==> src/rtl/janus_cube_pkg.sv <==
// ---------------------------------------------------------------------------
// janus_cube_pkg
// Shared definitions for the janus_cube matrix-multiply control core:
//   - MMIO base and register addresses (64-bit bus, base 0x8000_0000)
//   - CONTROL register bit positions
//   - control FSM state encoding
//   - tile micro-op (uop) structure and index helpers
// ---------------------------------------------------------------------------
package janus_cube_pkg;

  localparam logic [63:0] CUBE_BASE    = 64'h0000_0000_8000_0000;
  localparam logic [63:0] ADDR_CONTROL = CUBE_BASE + 64'h0;
  localparam logic [63:0] ADDR_STATUS  = CUBE_BASE + 64'h8;
  localparam logic [63:0] ADDR_INST    = CUBE_BASE + 64'h10;
  localparam logic [63:0] ADDR_PERF    = CUBE_BASE + 64'h18;
  localparam logic [63:0] ADDR_L0A_LO  = CUBE_BASE + 64'h1000;
  localparam logic [63:0] ADDR_L0A_HI  = CUBE_BASE + 64'h4FFF;
  localparam logic [63:0] ADDR_L0B_LO  = CUBE_BASE + 64'h5000;
  localparam logic [63:0] ADDR_L0B_HI  = CUBE_BASE + 64'h8FFF;

  localparam int CTRL_START = 0;
  localparam int CTRL_RESET = 1;

  typedef enum logic [1:0] {
    ST_IDLE = 2'd0,
    ST_RUN  = 2'd1,
    ST_DONE = 2'd2
  } cube_state_e;

  // One tile micro-op: tile coordinates plus the L0 entries it consumes.
  typedef struct packed {
    logic [11:0] m;
    logic [11:0] k;
    logic [11:0] n;
    logic [5:0]  a_idx;
    logic [5:0]  b_idx;
  } uop_t;

  // (outer * stride + inner) mod 64 -- the L0 entry a tile lives in.
  function automatic logic [5:0] l0_index(input logic [11:0] outer,
                                          input logic [11:0] stride,
                                          input logic [11:0] inner);
    logic [23:0] p;
    p = 24'(outer) * 24'(stride) + 24'(inner);
    return p[5:0];
  endfunction

endpackage

==> src/rtl/janus_cube_uop_fifo.sv <==
// ---------------------------------------------------------------------------
// janus_cube_uop_fifo
// Synchronous FIFO with registered full/empty flags and a synchronous flush.
// Read data is the current head (show-ahead); pop advances it.
// Ports:
//   clk, rst_n        clock, async active-low reset
//   flush             synchronous clear of contents and flags
//   push, din         write side (ignored when full)
//   pop, dout         read side (ignored when empty)
//   full, empty       registered occupancy flags
// ---------------------------------------------------------------------------
module janus_cube_uop_fifo #(
  parameter int WIDTH = 36,
  parameter int DEPTH = 8
) (
  input  logic             clk,
  input  logic             rst_n,
  input  logic             flush,
  input  logic             push,
  input  logic [WIDTH-1:0] din,
  input  logic             pop,
  output logic [WIDTH-1:0] dout,
  output logic             full,
  output logic             empty
);

  localparam int AW = $clog2(DEPTH);

  logic [WIDTH-1:0] mem [DEPTH];
  logic [AW-1:0]    wr_ptr, rd_ptr;
  logic [AW:0]      count, count_next;
  logic             do_push, do_pop;

  assign do_push    = push && !full;
  assign do_pop     = pop && !empty;
  assign count_next = count + (AW+1)'(do_push) - (AW+1)'(do_pop);
  assign dout       = mem[rd_ptr];

  // NOTE: storage has no reset; the flags guarantee stale entries are never
  // read, and leaving it unreset lets it map onto plain RAM/flops cheaply.
  always_ff @(posedge clk) begin
    if (do_push) mem[wr_ptr] <= din;
  end

  // NOTE: sequential state uses non-blocking assignments only, so every
  // register samples pre-edge values regardless of statement order.
  always_ff @(posedge clk or negedge rst_n) begin
    if (!rst_n) begin
      wr_ptr <= '0;
      rd_ptr <= '0;
      count  <= '0;
      full   <= 1'b0;
      empty  <= 1'b1;
    end else if (flush) begin
      wr_ptr <= '0;
      rd_ptr <= '0;
      count  <= '0;
      full   <= 1'b0;
      empty  <= 1'b1;
    end else begin
      if (do_push) wr_ptr <= wr_ptr + 1'b1;
      if (do_pop)  rd_ptr <= rd_ptr + 1'b1;
      count <= count_next;
      full  <= (count_next == (AW+1)'(DEPTH));
      empty <= (count_next == '0);
    end
  end

endmodule

==> src/rtl/janus_cube.sv <==
// ---------------------------------------------------------------------------
// janus_cube
// MMIO-programmed 16x16 cube (matrix-multiply) accelerator control core.
// Tracks L0A/L0B entry validity, latches one MATMUL instruction, and on START
// decodes it into Mt*Kt*Nt tile uops (m outer, k middle, n inner), queues
// them, runs each through a PIPE_STAGES-deep compute pipeline and raises a
// sticky done when the last one retires. No tile data is modelled.
//
// Optional build macro: CUBE_PERF_CNT_EN -- adds a 64-bit RUN-cycle counter
// readable at offset 0x18 (reads 0 when the macro is undefined).
//
// Ports:
//   clk, rst_n              clock, async active-low reset
//   mem_wvalid/waddr/wdata  MMIO write beat (one per cycle)
//   mem_raddr/rdata         combinational MMIO read
//   done                    sticky completion flag
//   busy                    FSM in RUN
//   queue_full/queue_empty  registered uop FIFO flags
// ---------------------------------------------------------------------------
module janus_cube
  import janus_cube_pkg::*;
#(
  parameter int ARRAY_SIZE  = 16,
  parameter int L0_ENTRIES  = 64,
  parameter int QUEUE_DEPTH = 8,
  parameter int PIPE_STAGES = 3
) (
  input  logic        clk,
  input  logic        rst_n,
  input  logic        mem_wvalid,
  input  logic [63:0] mem_waddr,
  input  logic [63:0] mem_wdata,
  input  logic [63:0] mem_raddr,
  output logic [63:0] mem_rdata,
  output logic        done,
  output logic        busy,
  output logic        queue_full,
  output logic        queue_empty
);

  localparam int TILE_SHIFT = $clog2(ARRAY_SIZE);
  localparam int PL         = PIPE_STAGES - 1;  // edges from issue to retire

  cube_state_e            state;
  logic [63:0]            inst_q;
  logic [L0_ENTRIES-1:0]  l0a_valid, l0b_valid;
  logic [11:0]            mt, kt, nt;
  logic                   u_zero;

  // MMIO write decode
  logic        wr_ctrl, start_go, soft_clr, wr_inst;
  logic        wr_l0a, wr_l0b;
  logic [63:0] l0a_rel, l0b_rel;

  // Decoder
  logic        dec_active;
  logic [11:0] dec_m, dec_k, dec_n;
  logic        dec_last;
  uop_t        dec_uop;
  logic        push;

  // FIFO / pipeline
  logic        pop;
  logic [35:0] fifo_dout;
  logic [11:0] head_m, head_k, head_n;
  logic        head_last;
  logic [PL-1:0] pipe_v, pipe_last;
  logic        retire, retire_last;
  logic [31:0] retired_cnt;

  // Tile counts are 12 bits wide; a dimension above 65520 wraps.
  assign mt     = 12'((17'(inst_q[15:0])  + 17'(ARRAY_SIZE - 1)) >> TILE_SHIFT);
  assign kt     = 12'((17'(inst_q[31:16]) + 17'(ARRAY_SIZE - 1)) >> TILE_SHIFT);
  assign nt     = 12'((17'(inst_q[47:32]) + 17'(ARRAY_SIZE - 1)) >> TILE_SHIFT);
  assign u_zero = (mt == '0) || (kt == '0) || (nt == '0);

  // ---------------------------------------------------------------------
  // Write decode. A soft reset in the same word overrides START.
  // ---------------------------------------------------------------------
  assign wr_ctrl  = mem_wvalid && (mem_waddr == ADDR_CONTROL);
  assign soft_clr = wr_ctrl && mem_wdata[CTRL_RESET];
  assign start_go = wr_ctrl && mem_wdata[CTRL_START] && !mem_wdata[CTRL_RESET]
                    && (state != ST_RUN);
  assign wr_inst  = mem_wvalid && (mem_waddr == ADDR_INST) && (state != ST_RUN);

  assign l0a_rel  = mem_waddr - ADDR_L0A_LO;
  assign l0b_rel  = mem_waddr - ADDR_L0B_LO;
  // Only the last element (row 15, col 15) of an entry marks it valid.
  assign wr_l0a   = mem_wvalid && (mem_waddr >= ADDR_L0A_LO) &&
                    (mem_waddr <= ADDR_L0A_HI) && (l0a_rel[7:0] == 8'hFF);
  assign wr_l0b   = mem_wvalid && (mem_waddr >= ADDR_L0B_LO) &&
                    (mem_waddr <= ADDR_L0B_HI) && (l0b_rel[7:0] == 8'hFF);

  always_ff @(posedge clk or negedge rst_n) begin
    if (!rst_n) begin
      l0a_valid <= '0;
      l0b_valid <= '0;
      inst_q    <= '0;
    end else if (soft_clr) begin
      l0a_valid <= '0;
      l0b_valid <= '0;
      inst_q    <= '0;
    end else begin
      if (wr_l0a)  l0a_valid[l0a_rel[13:8]] <= 1'b1;
      if (wr_l0b)  l0b_valid[l0b_rel[13:8]] <= 1'b1;
      if (wr_inst) inst_q <= mem_wdata;
    end
  end

  // ---------------------------------------------------------------------
  // Decoder: walks (m,k,n) and pushes one uop per cycle once both operand
  // entries are valid and the FIFO has room; otherwise holds its position.
  // ---------------------------------------------------------------------
  always_comb begin
    dec_uop.m     = dec_m;
    dec_uop.k     = dec_k;
    dec_uop.n     = dec_n;
    dec_uop.a_idx = l0_index(dec_m, kt, dec_k);
    dec_uop.b_idx = l0_index(dec_k, nt, dec_n);
  end

  assign dec_last = (dec_m == mt - 12'd1) && (dec_k == kt - 12'd1) &&
                    (dec_n == nt - 12'd1);
  assign push     = dec_active && !queue_full &&
                    l0a_valid[dec_uop.a_idx] && l0b_valid[dec_uop.b_idx];

  // ---------------------------------------------------------------------
  // Control FSM with decoder position and the sticky done flag.
  // ---------------------------------------------------------------------
  always_ff @(posedge clk or negedge rst_n) begin
    if (!rst_n) begin
      state      <= ST_IDLE;
      done       <= 1'b0;
      dec_active <= 1'b0;
      dec_m      <= '0;
      dec_k      <= '0;
      dec_n      <= '0;
    end else if (soft_clr) begin
      state      <= ST_IDLE;
      done       <= 1'b0;
      dec_active <= 1'b0;
      dec_m      <= '0;
      dec_k      <= '0;
      dec_n      <= '0;
    end else if (start_go) begin
      state      <= ST_RUN;
      done       <= 1'b0;
      dec_active <= !u_zero;
      dec_m      <= '0;
      dec_k      <= '0;
      dec_n      <= '0;
    end else begin
      if (state == ST_RUN && (u_zero || (retire && retire_last))) begin
        state <= ST_DONE;
        done  <= 1'b1;
      end
      if (push) begin
        if (dec_last) dec_active <= 1'b0;
        if (dec_n == nt - 12'd1) begin
          dec_n <= '0;
          if (dec_k == kt - 12'd1) begin
            dec_k <= '0;
            dec_m <= dec_m + 12'd1;
          end else begin
            dec_k <= dec_k + 12'd1;
          end
        end else begin
          dec_n <= dec_n + 12'd1;
        end
      end
    end
  end

  assign busy = (state == ST_RUN);

  // ---------------------------------------------------------------------
  // uop FIFO: carries tile coordinates so the pipeline can spot the final
  // tile. The operand indices were only needed for the decoder's check.
  // ---------------------------------------------------------------------
  assign pop = !queue_empty;

  janus_cube_uop_fifo #(
    .WIDTH (36),
    .DEPTH (QUEUE_DEPTH)
  ) u_fifo (
    .clk   (clk),
    .rst_n (rst_n),
    .flush (soft_clr),
    .push  (push),
    .din   ({dec_uop.m, dec_uop.k, dec_uop.n}),
    .pop   (pop),
    .dout  (fifo_dout),
    .full  (queue_full),
    .empty (queue_empty)
  );

  assign {head_m, head_k, head_n} = fifo_dout;
  // The instruction cannot change during RUN, so mt/kt/nt are stable here.
  assign head_last = (head_m == mt - 12'd1) && (head_k == kt - 12'd1) &&
                     (head_n == nt - 12'd1);

  // ---------------------------------------------------------------------
  // Compute pipeline: a popped uop enters stage 1 and retires PL edges later.
  // ---------------------------------------------------------------------
  assign retire      = pipe_v[PL-1];
  assign retire_last = pipe_last[PL-1];

  always_ff @(posedge clk or negedge rst_n) begin
    if (!rst_n) begin
      pipe_v      <= '0;
      pipe_last   <= '0;
      retired_cnt <= '0;
    end else if (soft_clr) begin
      pipe_v      <= '0;
      pipe_last   <= '0;
      retired_cnt <= '0;
    end else begin
      pipe_v[0]    <= pop;
      pipe_last[0] <= pop && head_last;
      for (int i = 1; i < PL; i++) begin
        pipe_v[i]    <= pipe_v[i-1];
        pipe_last[i] <= pipe_last[i-1];
      end
      if (start_go)    retired_cnt <= '0;
      else if (retire) retired_cnt <= retired_cnt + 32'd1;
    end
  end

`ifdef CUBE_PERF_CNT_EN
  logic [63:0] perf_cnt;

  always_ff @(posedge clk or negedge rst_n) begin
    if (!rst_n)                    perf_cnt <= '0;
    else if (soft_clr || start_go) perf_cnt <= '0;
    else if (state == ST_RUN)      perf_cnt <= perf_cnt + 64'd1;
  end
`endif

  // ---------------------------------------------------------------------
  // Read mux
  // ---------------------------------------------------------------------
  // NOTE: the default assignment first keeps this block latch-free for every
  // address that no case item covers.
  always_comb begin
    mem_rdata = '0;
    case (mem_raddr)
      ADDR_STATUS: mem_rdata = {retired_cnt, 28'd0, queue_full, queue_empty,
                                busy, done};
      ADDR_INST:   mem_rdata = inst_q;
`ifdef CUBE_PERF_CNT_EN
      ADDR_PERF:   mem_rdata = perf_cnt;
`endif
      default:     mem_rdata = '0;
    endcase
  end

endmodule

==> config.mk <==
export PLATFORM = sky130hd
export DESIGN_NAME = janus_cube
export DESIGN_NICKNAME = d
export VERILOG_FILES = /design/src/rtl/janus_cube_pkg.sv /design/src/rtl/janus_cube_uop_fifo.sv /design/src/rtl/janus_cube.sv
export SDC_FILE = /design/constraint.sdc
export NUM_CORES = 1
export LEC_CHECK = 0
export CORE_ASPECT_RATIO = 1.25
export CORE_MARGIN = 3
export CORE_UTILIZATION = 49
export CTS_CLUSTER_SIZE = 14
export DETAILED_ROUTE_END_ITERATION = 6
export GPL_ROUTABILITY_DRIVEN = 1
export PLACE_DENSITY_LB_ADDON = 0.25
export SLEW_MARGIN = 20
export SYNTH_ARGS = -nofsm -noshare
export SYNTH_HDL_FRONTEND = slang
export SYNTH_HIERARCHICAL = 1
export SYNTH_SLANG_ARGS = --single-unit
==> constraint.sdc <==
create_clock -name clk -period 8.75 [get_ports clk]
set_input_delay 1.75 -clock clk [delete_from_list [all_inputs] [get_ports clk]]
set_output_delay 1.75 -clock clk [all_outputs]
set_load 0.1 [all_outputs]
* Word level (Yosys, flattened, before mapping)
Memories as Yosys holds them, arrays and structs flattened. Cells that the tools add are included.
Word-level totals: register bits after elaboration 280, latch bits 0, RAM bits 288, ROM bits 0, input bits 195, logic and storage cells 169, memories 1
Operators by class: $add $sub $neg 18, multiply operators 2, div/mod/pow operators 0, order comparisons 10, equal/unequal tests 16, shifts and indexed selects 0, muxes and demuxes 53, bitwise logic cells 2, reductions and logical operators 50
Memories:
- u_fifo.mem | words 8, width 36, read ports 1, clocked after Yosys merged registers in 0, write ports 1, line janus_cube_uop_fifo.sv:29 | logic [WIDTH-1:0] mem [DEPTH];
Operators by type and width (count):
- 64-bit two-way mux | 6
- 64-bit by 32-bit == test with 1-bit output (second input constant) | 4
- 12-bit two-way mux | 14
- 64-bit by 32-bit greater-or-equal comparator with 1-bit output (second input constant) | 2
- 64-bit by 32-bit <= comparator with 1-bit output (second input constant) | 2
- 64-bit bitwise OR | 2
- 64-bit one-hot mux with 2 select lines | 1
- 32-bit two-way mux | 3
- 12-bit == test | 6
- 16-bit by 4-bit adder with 16-bit output (second input constant) | 3
- 12-bit by 1-bit adder with 12-bit output (second input constant) | 3
- 12-bit logical NOT | 3
- 12-bit by 1-bit subtractor with 12-bit output (second input constant) | 3
- 32-bit by 1-bit adder with 32-bit output (second input constant) | 1
- 6-bit by 7-bit less-than comparator with 1-bit output (second input constant) | 4
- 14-bit by 13-bit subtractor with 14-bit output (second input constant) | 2
- 1-bit logical AND | 26
- 12-bit by 12-bit multiplier with 6-bit output | 2
- 3-bit nonzero test | 6
- 8-bit == test (second input constant) | 2
- 1-bit two-way mux | 15
- 6-bit adder | 2
- 1-bit binary-select mux with 6-bit select | 2
- 1-bit demux with 6-bit select | 2
- other kinds (17) | 35

* Longest topological paths before layout
Gate-level depths: netlist of the first run.
depth in word-level cells 12, mapped depth 28

* Cells and area by module
Netlist of the first run, hierarchy kept.
Modules (own cells, without submodules):
- janus_cube | instances 1, cells each 1715, area each 16432.0 µm²
- janus_cube_uop_fifo | instances 1, cells each 487, area each 11713.7 µm²

* Worst setup path after synthesis of the first run
No wires, ideal clock.
path kind reg-to-reg, from register inst_q[34], to memory u_fifo.mem[0][0] (enable), setup time 0.474 ns, data arrival time 8.133 ns, required time 8.276 ns, setup slack 0.143 ns, stages on the path, launching flop included 22, buffers on the path 0, path through dfrtp_1 > or4_4 > nand2_1 > xnor2_1 > nand2_1 > fa_1 > inv_1 > ha_1 > inv_1 > fa_1 > fa_1 > inv_1 > ha_1 > xnor2_1 > mux2i_1 > a311oi_1 > nand3_1 > mux2_2 > nor2_1 > nand2b_1 > or2_2 > nor3_1
Between the ends: cells in the longest elaborated chain, start to end 9
Ends and longest elaborated chain:
- start, declared | line janus_cube.sv:45 | logic [63:0] inst_q;
- start signal, assigned | line janus_cube.sv:106 | if (wr_inst) inst_q <= mem_wdata;
- 16-bit by 4-bit adder with 16-bit output | line janus_cube.sv:74 | assign nt = 12'((17'(inst_q[47:32]) + 17'(ARRAY_SIZE - 1)) >> TILE_SHIFT);
- 12-bit by 12-bit multiplier with 6-bit output | line janus_cube_pkg.sv:44 | p = 24'(outer) * 24'(stride) + 24'(inner);
- 6-bit adder | line janus_cube_pkg.sv:44
- 1-bit binary-select mux with 6-bit select | line janus_cube.sv:125 | l0a_valid[dec_uop.a_idx] && l0b_valid[dec_uop.b_idx];
- 1-bit two-way mux (implied by the code) | line janus_cube.sv:125
- 1-bit logical AND | line janus_cube.sv:125
- net push | line janus_cube.sv:60 | logic push;
- 1-bit logical AND | line janus_cube_uop_fifo.sv:34 | assign do_push = push && !full;
- 1-bit two-way mux | line janus_cube_uop_fifo.sv:42 | if (do_push) mem[wr_ptr] <= din;
- 1-bit two-way mux (implied by the code) | line janus_cube_uop_fifo.sv:42
- end, declared | line janus_cube_uop_fifo.sv:29
The timed path passes the listed nets, and every way through them passes these cells. The select of a mux whose other input is x is not followed.

* Worst setup path after layout of the first run
from register inst_q[34], to register u_fifo.empty
Between the ends: cells in the longest elaborated chain, start to end 11
Ends and longest elaborated chain:
- 16-bit by 4-bit adder with 16-bit output | line janus_cube.sv:74
- 12-bit by 12-bit multiplier with 6-bit output | line janus_cube_pkg.sv:44
- 6-bit adder | line janus_cube_pkg.sv:44
- 1-bit binary-select mux with 6-bit select | line janus_cube.sv:125
- 1-bit two-way mux (implied by the code) | line janus_cube.sv:125
- 1-bit logical AND | line janus_cube.sv:125
- net push | line janus_cube.sv:60
- 1-bit logical AND | line janus_cube_uop_fifo.sv:34
- 4-bit by 1-bit adder with 4-bit output | line janus_cube_uop_fifo.sv:36 | assign count_next = count + (AW+1)'(do_push) - (AW+1)'(do_pop);
- 4-bit by 1-bit subtractor with 4-bit output | line janus_cube_uop_fifo.sv:36
- 4-bit logical NOT | line janus_cube_uop_fifo.sv:65 | empty <= (count_next == '0);
- 1-bit two-way mux | line janus_cube_uop_fifo.sv:54 | end else if (flush) begin
- end signal, assigned | line janus_cube_uop_fifo.sv:65
- end, declared | line janus_cube_uop_fifo.sv:24 | output logic empty
The timed path passes the listed nets, and every way through them passes these cells. The select of a mux whose other input is x is not followed. A chain may end at the register's enable or synchronous reset.

==> run_results.csv, run 1 <==
group,metric,value,unit
final_layout,drive_gt1_share,12.8,%
die,fp.dieArea,0.0604,mm2
worst_setup_path,critPathLaunchType,"flip-flop",
route,ant_nets,0,
placed_design,placed_area,0.0313,mm2
synth,yosysSeqAreaShare,55.5,%
sta,worst_pin_slew,1.16,ns
min_path,hold_path_depth,1,
die,num_rows,97,
synth,syn_nets,2452,
route,drc_errors,0,
die,start_util,49.9,%
synth,synth_seq_cells,567,
worst_setup_path,path_buf_inv,4,
clock_network,insertion_delay,0.62,ns
synth,avgSynthCellArea,12.8,um2
grt,grt_antenna_before_repair,0,
sta,final-hold-violation-count,0,
grt,top_usage_layer,"met2",
clock_network,cts_buffers,54,
route,post_drt_via_cell_ratio,6.00,
synth,synth_edf_count,288,
die,pin_count,263,
die,fp.dieH,274,um
grt,met1_usage,33.3,%
die,die_width,220,um
die,design.core.area,0.0564,mm2
synth,synthMuxAreaShare,11.5,%
synth,synth_ff_type,"edfxtp_1",
grt,met3_usage,3.33,%
grt,grt_pass1_wl,116,mm
power_and_ir_drop,powerDensity,157,mW/mm2
grt,use_met2,42.8,%
sta,finalWorstSetupSlack,0.918,ns
final_layout,seqCellArea,0.0156,mm2
worst_setup_path,path_max_fanout,12,
placed_design,pre_cts_slack,1.07,ns
synth,synthSimpleGateAreaFrac,12.4,%
clock_network,cts_resized,0,
placed_design,place.gp.congestion,0.938,
synth,synth_compound_area_share,8.93,%
final_layout,syn2layout_area_growth,17.5,%
worst_setup_path,cp_data_arrival_time,8.35,ns
sta,maxSlewHeadroom,22.3,%
worst_setup_path,reg2reg_depth,26,
clock_network,root_buffer,"clkbuf_16",
synth,synthCells,2202,
route,wirelength,75.0,mm
route,vias,19266,
placed_design,io_buffers,262,
clock_network,path_clk_slew,0.06,ns
grt,grt_pass1_vias,19750,
final_layout,antennaDiodeCount,0,
grt,grt_max_degree,181,
worst_setup_path,crit_type,"flip-flop to flip-flop",
synth,synth_area,0.0281,mm2
sta,rsz0062_at_grt,"no",
worst_setup_path,cp_top_family,"adder cells",
outcome,status,"finished clean",
grt,track_usage,25.0,%
synth,yosys.area_share.adder,2.92,%
worst_setup_path,reg2reg_slack,0.92,ns
sta,drv_slew,0,
final_layout,fill_cells,4539,
power_and_ir_drop,vdd_drop_max,0.138,mV
worst_setup_path,cp-end-kind,"flip-flop",
route,drt_iter0_drc,1646,
clock_network,ctsHoldBuffers,0,
clock_network,cts_sinks,567,
flow_run,maxCapViolations,0,
worst_setup_path,slowest_delay,0.65,ns
synth,async_flop_share,49.2,%
placed_design,hpwl,52.2,mm
worst_setup_path,critical_path_required,9.27,ns
clock_network,clock_path_buffers,3,
synth,synth-xor-area-share,5.88,%
sta,fmax,128,MHz
clock_network,cts_tree,"built",
grt,grt_overflow_total,0,
sta,skew,0.0228,ns
sta,period_share,89.5,%
route,firstDrtPassIters,5,
sta,period_needed,7.83,ns
worst_setup_path,worst-path-stages,26,
worst_setup_path,cpMaxStageDelayCell,"or4_4",
final_layout,final_nets,2673,
synth,synth_top_family_by_area,"simple AND/OR/NAND/NOR gates",
power_and_ir_drop,p_leak,14.3,nW
sta,tns,0,ns
final_layout,multi_input_area,0.0118,mm2
clock_network,cts_htree_levels,2,
sta,setup_violations,0,
synth,ys_warn_count,6,
min_path,hold_path.class,"flip-flop to flip-flop",
final_layout,fin_area,0.0331,mm2
route,wl_per_cell,23.4,um
final_layout,final_util,58.6,%
clock_network,post-cts-setup-buffer-count,0,
synth,synthDistinctLibCells,82,
[power by group]
group / total [mW] / internal, mW / switching (mW)
Sequential: 2.78 / 2.78 / 0.00000000000000000374
Combinational: 0.147 / 0.0839 / 0.0631
Clock: 2.27 / 1.25 / 1.02
Total: 5.20 / 4.12 / 1.08
[per-stage QoR]
step / power [mW] / hold WS [ns] / instances
2_1_floorplan: 2.85 / 0.439 / 2202
3_3_place_gp: 2.98 / 0.459 / 3109
3_5_place_dp: 2.98 / 0.470 / 3109
4_1_cts: 5.25 / 0.491 / 3211
5_1_grt: 5.36 / 0.506 / 3211
6_report: 5.20 / 0.483 / 3211
[cell usage in the layout (no fill, tap or decap), types with 54 or more instances in the layout]
cell / count
clkdlybuf4s50_1: 197
nor2_1: 240
inv_1: 56
mux4_1: 57
edfxtp_1: 288
a22o_1: 101
clkbuf_16: 54
a21oi_1: 170
dfrtp_1: 276
nand2_1: 93
buf_4: 90
xnor2_1: 103
[worst paths after layout]
kind / startpoint / end
worst min register to register: pipe_last[0] / pipe_last[1]
worst max-delay path: inst_q[34] / u_fifo/empty
max in group asynchronous: rst_n / u_fifo/rd_ptr[0]
min in group asynchronous: rst_n / inst_q[49]
worst max register to register: inst_q[34] / u_fifo/empty
worst min-delay path: pipe_last[0] / pipe_last[1]
[sequential cells by signal, summed over array words and instances (netlist names)]
register / flops
u_fifo/rd_ptr: 3
u_fifo/empty: 1
pipe_v: 2
done: 1
l0b_valid: 64
u_fifo/wr_ptr: 3
dec_n: 12
dec_k: 12
inst_q: 64
pipe_last: 2
l0a_valid: 64
u_fifo/count: 4
u_fifo/mem: 288
dec_active: 1
dec_m: 12
retired_cnt: 32
u_fifo/full: 1
state: 1
[routing by layer]
| layer | vias up | part of all wire [%] |
|---|---|---|
| li1 | 8693 | - |
| met1 | 9795 | 41 |
| met2 | 655 | 51 |
| met3 | 123 | 5.5 |
| met4 | 0 | 3.0 |
| met5 | - | 0 |
[cell families (layout without fill, tap and decap cells)]
kind of cell,after synthesis,after routing
flip-flops,567,567
multiplexers,161,161
XOR/XNOR,168,168
adder cells (fa/ha/maj),57,57
AND/OR/NAND/NOR,687,687
AO/OA/AOI/OAI,379,379
buffers and inverters,183,450
[layout make-up]
cell class,count,share of cell area (%)
Multi-Input combinational cell,1452,35.7
Timing Repair Buffer,291,8.23
Inverter,57,0.647
Tap cell,742,2.81
Clock inverter,21,0.666
Clock buffer,81,4.61
Sequential cell,567,47.3
[synthesized netlist by cell type (13+ instances only)]
master    number  area (um2)
a21oi_1      170         851
a22o_1       101         885
and2_1        36         225
and3_1        31         194
buf_1         21        78.8
buf_2         14        70.1
buf_6         13         146
clkbuf_1      78         293
dfrtp_1      278        6960
edfxtp_1     288        8650
fa_1          15         300
ha_1          40         500
inv_1         56         210
mux2_2        38         428
mux2i_1       15         150
mux4_1        57        1500
mux4_2        51        1150
nand2_1       93         349
nand3_1       43         215
nand3b_1      16         120
nand4_1       33         206
nor2_1       249         935
nor2b_1       18         113
nor3_1        33         165
nor4_1        50         313
o21ai_0       37         185
or3_1         23         144
xnor2_1      103         902
xor2_1        51         447
No activity file was read; power rests on OpenSTA's default activity.
==> run 2: changes to the inputs <==
==> constraint.sdc (replaced) <==
create_clock -name clk -period 8 [get_ports clk]
set_input_delay 1.6 -clock clk [delete_from_list [all_inputs] [get_ports clk]]
set_output_delay 1.6 -clock clk [all_outputs]
set_load 0.1 [all_outputs]
==> run_results.csv, run 2 (synthesized netlist as in run 1, its figures left out) <==
group,metric,value,unit
route,wl_per_cell,23.4,um
worst_setup_path,cp-end-kind,"flip-flop",
die,num_rows,97,
clock_network,cts_tree,"built",
route,ant_nets,0,
clock_network,cts_resized,0,
sta,final-hold-violation-count,0,
final_layout,drive_gt1_share,13.0,%
grt,grt_pass1_wl,115,mm
worst_setup_path,reg2reg_depth,26,
outcome,status,"finished clean",
worst_setup_path,crit_type,"flip-flop to flip-flop",
power_and_ir_drop,powerDensity,176,mW/mm2
worst_setup_path,critical_path_required,8.54,ns
route,firstDrtPassIters,5,
clock_network,insertion_delay,0.63,ns
grt,grt_overflow_total,0,
final_layout,final_cells,3213,
power_and_ir_drop,p_leak,14.4,nW
route,post_drt_via_cell_ratio,6.03,
final_layout,final_cell_mix,"edfxtp_1 (288), dfrtp_1 (276), nor2_1 (240), clkdlybuf4s50_1 (197), a21oi_1 (170)",
flow_run,maxCapViolations,0,
final_layout,regMostFlops,"u_fifo/mem",
sta,period_needed,7.37,ns
sta,holdWs,0.476,ns
grt,grt_antenna_before_repair,0,
worst_setup_path,path_max_fanout,12,
die,fp.dieArea,0.0604,mm2
final_layout,final_util,58.9,%
sta,tns,0,ns
grt,grt_max_degree,186,
sta,period_share,92.1,%
sta,skew,0.0317,ns
sta,fmax,136,MHz
die,design.core.area,0.0564,mm2
placed_design,place.gp.congestion,0.909,
worst_setup_path,reg2reg_from,"inst_q[34]",
grt,track_usage,25.0,%
sta,worst_pin_slew,1.11,ns
worst_setup_path,cpMaxStageDelayCell,"or4_4",
sta,rsz0062_at_grt,"no",
worst_setup_path,reg2reg_slack,0.63,ns
final_layout,final_common_cell,"edfxtp_1",
worst_setup_path,slowest_delay,0.65,ns
min_path,worstHoldEndpoint,"pipe_v[1]",
power_and_ir_drop,vdd_drop_max,0.179,mV
placed_design,hpwl,51.9,mm
placed_design,dp_cells,3113,
min_path,hold_path_depth,1,
grt,grt_pass1_vias,19551,
min_path,hold_path.class,"flip-flop to flip-flop",
clock_network,cts_htree_levels,2,
route,drt_iter0_drc,1818,
clock_network,post-cts-setup-buffer-count,0,
final_layout,antennaDiodeCount,0,
final_layout,largest_reg_flops,288,
die,fp.dieH,274,um
clock_network,root_buffer,"clkbuf_16",
route,vias,19384,
min_path,worstHoldStart,"pipe_v[0]",
route,wirelength,75.1,mm
clock_network,clock_path_buffers,3,
clock_network,cts_buffers,54,
route,drc_errors,0,
clock_network,cts_sinks,567,
final_layout,syn2layout_area_growth,18.1,%
worst_setup_path,r2r-end,"u_fifo/empty",
power_and_ir_drop,power,5.86,mW
placed_design,io_buffers,262,
sta,drv_slew,0,
sta,maxSlewHeadroom,26.0,%
sta,setup_violations,0,
clock_network,path_clk_slew,0.06,ns
die,die_width,220,um
die,start_util,49.9,%
die,pin_count,263,
final_layout,final_nets,2677,
worst_setup_path,cp_data_arrival_time,7.91,ns
worst_setup_path,critPathLaunchType,"flip-flop",
clock_network,ctsHoldBuffers,0,
## run 2: cell count changes in the layout (fill, tap and decap cells not counted), moves of 3 or more
cell       before  now
bufinv_16       1    6
clkinv_2       11    6
buf_4          90   94
clkbuf_1       20   16
clkinv_1        1    4
## run 2: per-layer routing
metal  global-route usage [%]  part of all wire (%)  up-vias  routed length, um
met3                     4.15                   6.2      172               4670
met1                     32.6                    40     9801              30000
met5                        0                     0        -                  0
met4                     10.1                   4.4        0               3300
met2                     41.8                    49      721              37000
li1                         -                     -     8690                  -
## run 2: cell type report
class / count / area [um2]
multi-input combinational: 1452 / 11800
timing repair buffer: 295 / 2750
fill: 4490 / 23200
inverter: 57 / 214
tap: 742 / 928
clock inverter: 22 / 339
clock buffer: 78 / 1520
sequential: 567 / 15600
## run 2: worst max-delay path by stage
| stage | depth (start not counted) | end | slack [ns] | startpoint |
|---|---|---|---|---|
| 2_1_floorplan | 21 | u_fifo/mem[2][0] | 0.38 | inst_q[34] |
| 3_3_place_gp | 26 | u_fifo/empty | 0.57 | inst_q[34] |
| 5_1_grt | 24 | u_fifo/full | 0.1 | inst_q[34] |
| 6_report | 26 | u_fifo/empty | 0.63 | inst_q[34] |
| 3_5_place_dp | 26 | u_fifo/empty | 0.49 | inst_q[34] |
| 4_1_cts | 26 | u_fifo/empty | 0.44 | inst_q[34] |
## run 2: where the power goes
group          total (mW)  internal (mW)          switching [mW]
sequential           3.04           3.04  0.00000000000000000398
combinational       0.160         0.0920                  0.0680
clock                2.65           1.53                    1.13
total                5.86           4.66                    1.19
## run 2: metrics by stage
stage | area, um2 | setup WS (ns)
floorplan | 28200 | 0.377
global placement | 31300 | 0.572
detailed placement | 31400 | 0.486
CTS | 33200 | 0.442
global route | 33200 | 0.0984
finish | 33200 | 0.632
## run 2: worst max-delay path, delay by kind of cell (launching register included)
| family | cells | cell delay (ns) |
|---|---|---|
| AOI/OAI and AO/OA | 2 | 0.37 |
| buffers and inverters | 4 | 0.18 |
| and+or+nand+nor | 6 | 1.59 |
| adders and majority gates | 8 | 3.03 |
| DFF | 1 | 0.43 |
| muxes | 1 | 0.48 |
| xor gates and xnor gates | 5 | 1.18 |
==> run 3: changes to the inputs <==
--- a/config.mk
+++ b/config.mk
@@ -10,6 +10,7 @@
 export CORE_UTILIZATION = 49
 export CTS_CLUSTER_SIZE = 14
 export DETAILED_ROUTE_END_ITERATION = 6
+export DONT_BUFFER_PORTS = 1
 export GPL_ROUTABILITY_DRIVEN = 1
 export PLACE_DENSITY_LB_ADDON = 0.25
 export SLEW_MARGIN = 20
==> run_results.csv, run 3 (synthesized netlist as in run 1, its figures left out) <==
group,metric,value,unit
outcome,status,"finished clean",
power_and_ir_drop,switching_power,1.12,mW
power_and_ir_drop,p_seq_share,54.9,%
clock_network,cts_resized,0,
sta,setup_violations,0,
flow_run,maxCapViolations,0,
placed_design,place.gp.congestion,0.940,
min_path,hold_path.class,"flip-flop to flip-flop",
final_layout,final_cell_mix,"edfxtp_1 (288), dfrtp_1 (275), nor2_1 (239), a21oi_1 (170), xnor2_1 (103)",
sta,holdWs,0.488,ns
sta,tns,0,ns
sta,worst_pin_slew,1.07,ns
final_layout,final_util,54.8,%
sta,final-hold-violation-count,0,
die,pin_count,263,
power_and_ir_drop,vdd_drop_max,0.181,mV
route,drt_iter0_drc,1464,
sta,maxSlewHeadroom,27.7,%
final_layout,syn2layout_area_growth,9.90,%
sta,fmax,133,MHz
placed_design,hpwl,50.4,mm
power_and_ir_drop,netSwitchingFraction,20.2,%
worst_setup_path,cp-end-kind,"flip-flop",
clock_network,path_clk_slew,0.06,ns
route,ant_nets,0,
worst_setup_path,path_max_fanout,12,
die,fp.dieArea,0.0604,mm2
clock_network,root_buffer,"clkbuf_16",
grt,track_usage,24.1,%
power_and_ir_drop,powerDensity,179,mW/mm2
worst_setup_path,crit_type,"flip-flop to flip-flop",
grt,grt_pass1_wl,111,mm
die,num_rows,97,
sta,rsz0062_at_grt,"no",
grt,grt_pass1_vias,18510,
power_and_ir_drop,p_leak,13.4,nW
die,die_width,220,um
sta,period_needed,7.50,ns
clock_network,cts_buffers,53,
final_layout,drive_gt1_share,13.2,%
clock_network,ctsHoldBuffers,0,
sta,skew,0.0163,ns
power_and_ir_drop,power.share.combinational,0.4,%
worst_setup_path,critical_path_required,8.50,ns
grt,grt_max_degree,280,
clock_network,insertion_delay,0.62,ns
route,wl_per_cell,24.5,um
grt,grt_overflow_total,0,
die,design.core.area,0.0564,mm2
final_layout,final_nets,2460,
die,start_util,49.9,%
clock_network,post-cts-setup-buffer-count,0,
route,firstDrtPassIters,6,
die,fp.dieH,274,um
route,drc_errors,0,
final_layout,regMostFlops,"u_fifo/mem",
route,wirelength,73.3,mm
final_layout,final_common_cell,"edfxtp_1",
sta,drv_slew,0,
clock_network,cts_htree_levels,2,
clock_network,cts_tree,"built",
worst_setup_path,cpMaxStageDelayCell,"or4_4",
sta,period_share,93.8,%
route,post_drt_via_cell_ratio,6.19,
worst_setup_path,cp_data_arrival_time,8.00,ns
grt,grt_antenna_before_repair,3,
placed_design,io_buffers,0,
clock_network,cts_sinks,567,
worst_setup_path,critPathLaunchType,"flip-flop",
sta,finalWorstSetupSlack,0.499,ns
clock_network,clock_path_buffers,3,
route,vias,18557,
worst_setup_path,slowest_delay,0.65,ns
power_and_ir_drop,internal-power,4.43,mW
final_layout,largest_reg_flops,288,
power_and_ir_drop,clockPowerShare,44.7,%
placed_design,pre_cts_slack,0.537,ns
-- run 3: worst paths after layout --
path | start | cells past startpoint | to | slack [ns]
max in group asynchronous | rst_n | 0 | u_fifo/rd_ptr[0] | 6.51
min reg2reg | pipe_v[0] | 1 | pipe_v[1] | 0.49
min | pipe_v[0] | 1 | pipe_v[1] | 0.49
max | inst_q[34] | 27 | u_fifo/full | 0.50
max reg2reg | inst_q[34] | 27 | u_fifo/full | 0.50
min in group asynchronous | rst_n | 0 | inst_q[49] | 0.68
-- run 3: area by class of cell --
cell class | instances | area (um2)
clock inverter | 16 | 159
antenna | 1 | 2.50
tap | 742 | 928
fill | 4726 | 25500
timing repair buffer | 79 | 618
multi-input combinational | 1452 | 11800
sequential | 567 | 15600
inverter | 57 | 214
clock buffer | 83 | 1550
-- run 3: power by group through the flow --
stage          combinational [mW]  sequential, mW  clock [mW]
3_3_place_gp               0.0233            3.10           0
3_5_place_dp               0.0239            3.10           0
5_1_grt                    0.0258            3.04        2.65
2_1_floorplan              0.0188            3.10           0
6_report                   0.0241            3.04        2.48
4_1_cts                    0.0240            3.04        2.52
-- run 3: through the flow --
| step | power [mW] | cell area [um2] | cells |
|---|---|---|---|
| finish | 5.55 | 30900 | 2997 |
| global route | 5.72 | 30900 | 2997 |
| CTS | 5.59 | 30900 | 2996 |
| detailed placement | 3.13 | 29200 | 2897 |
| global placement | 3.13 | 29200 | 2897 |
| floorplan | 3.12 | 28200 | 2202 |
-- run 3: per-layer routing --
| layer | GRT usage [%] | vias to the layer above | wire, um |
|---|---|---|---|
| met2 | 39.9 | 673 | 36500 |
| met5 | 0 | - | 16 |
| li1 | - | 8258 | - |
| met1 | 32.7 | 9472 | 29700 |
| met3 | 3.48 | 150 | 4190 |
| met4 | 8.75 | 4 | 2820 |
-- run 3: worst max-delay path: cells and delay by family, from the launching register on --
| family | cells | cell delay [ns] |
|---|---|---|
| adder cells (fa/ha/maj) | 8 | 3.03 |
| AND/OR/NAND/NOR | 8 | 1.68 |
| XOR/XNOR | 3 | 1.06 |
| multiplexers | 2 | 0.56 |
| flip-flops | 1 | 0.43 |
| buffers and inverters | 5 | 0.33 |
| AO/OA/AOI/OAI | 1 | 0.28 |
==> edit (config.mk and constraints of run 3) <==
Set the parameter `QUEUE_DEPTH` to 16 (it was 8).
--- a/src/rtl/janus_cube.sv
+++ b/src/rtl/janus_cube.sv
@@ -23,5 +23,5 @@
   parameter int ARRAY_SIZE  = 16,
   parameter int L0_ENTRIES  = 64,
-  parameter int QUEUE_DEPTH = 8,
+  parameter int QUEUE_DEPTH = 16,
   parameter int PIPE_STAGES = 3
 ) (
Function: not settled (the Yosys comparison gave no result); the edit may change what the design does.
==> edit against run 3 <==
- final area up 41%
- area after synthesis grew 39%
- total power grew 55%
- setup slack got worse by 0.20 ns
- routed wire length increased by 35%
- core utilization rose by 0.57 points
- fmax is 2.6% lower
- final cell count is 32% higher
- sequential cell count grew 291
==> edit: results (changes against run 3) <==
DRT iter0 DRCs = 2453 (was 1464)
post-place setup slack = 0.0767 ns (was 0.537 ns)
relative max-transition margin = 21.6% (was 27.7%)
VDD IR max = 0.170 mV (was 0.181 mV)
Pwr Density = 197 nW/µm² (was 179 nW/µm²)
fin crit period = 7.70 ns (was 7.50 ns)
Routed WL = 99.1 mm (was 73.3 mm)
H-tree levels = 3 (was 2)
Routed WL per cell = 25.0 µm (was 24.5 µm)
CTS buffer count = 82 (was 53)
Post-synth ARST share = 32.9% (was 49.2%)
dpl cells = 3809 (was 2897)
Setup Skew = 0.0171 ns (was 0.0163 ns)
largest net degree at the start of global routing = 283 (was 280)
CP Max Fanout = 6 (was 12)
DP Area = 40900 µm² (was 29200 µm²)
Total GRT Usage = 24.0% (was 24.1%)
initial antenna violation count = 0 (was 3)
Slowest Stage Delay on Critical Path = 0.58 ns (was 0.65 ns)
outcome = finished, final reports clean (unchanged)
hpwl dp = 66.1 mm (was 50.4 mm)
vias in the first global route = 24908 (was 18510)
Post-Synth XOR/XNOR Area = 4.34% (was 5.88%)
Cells after Synth = 2819 (was 2202)
via/cell ratio = 6.12 (was 6.19)
[edit: routing by layer]
layer  routed length (µm)  up-vias  track usage, %
li1                     -    10645               -
met1                39600    12515            31.8
met2                49700      880            40.1
met3                 5770      184            3.47
met4                 4060        0            9.98
met5                    0        -               0
[edit: critical path, delay by kind of cell, from the launching register on]
kind / cells / cell delay, ns
adder cells (fa/ha/maj): 8 / 3.02
XOR/XNOR: 5 / 1.30
AO/OA/AOI/OAI: 3 / 0.50
flip-flops: 1 / 0.44
buffers and inverters: 6 / 0.42
AND/OR/NAND/NOR: 6 / 1.73
multiplexers: 1 / 0.20
[edit: what timing repair did]
action | in CTS | in global routing
gates resized for setup | 0 | 11
setup buffers | 0 | 0
setup endpoints to repair | 0 | 117
[edit: cell type report]
type                    instances  area, µm²  area share, %
diodes                          1       2.50        0.00573
clock buffers                 105       2200           5.04
repair buffers                115       1140           2.61
inverters                      52        195          0.447
multi-input cells            1731      14000           32.0
well taps                    1053       1320           3.02
flip-flops and latches        858      24400           55.8
clock inverters                44        480           1.10
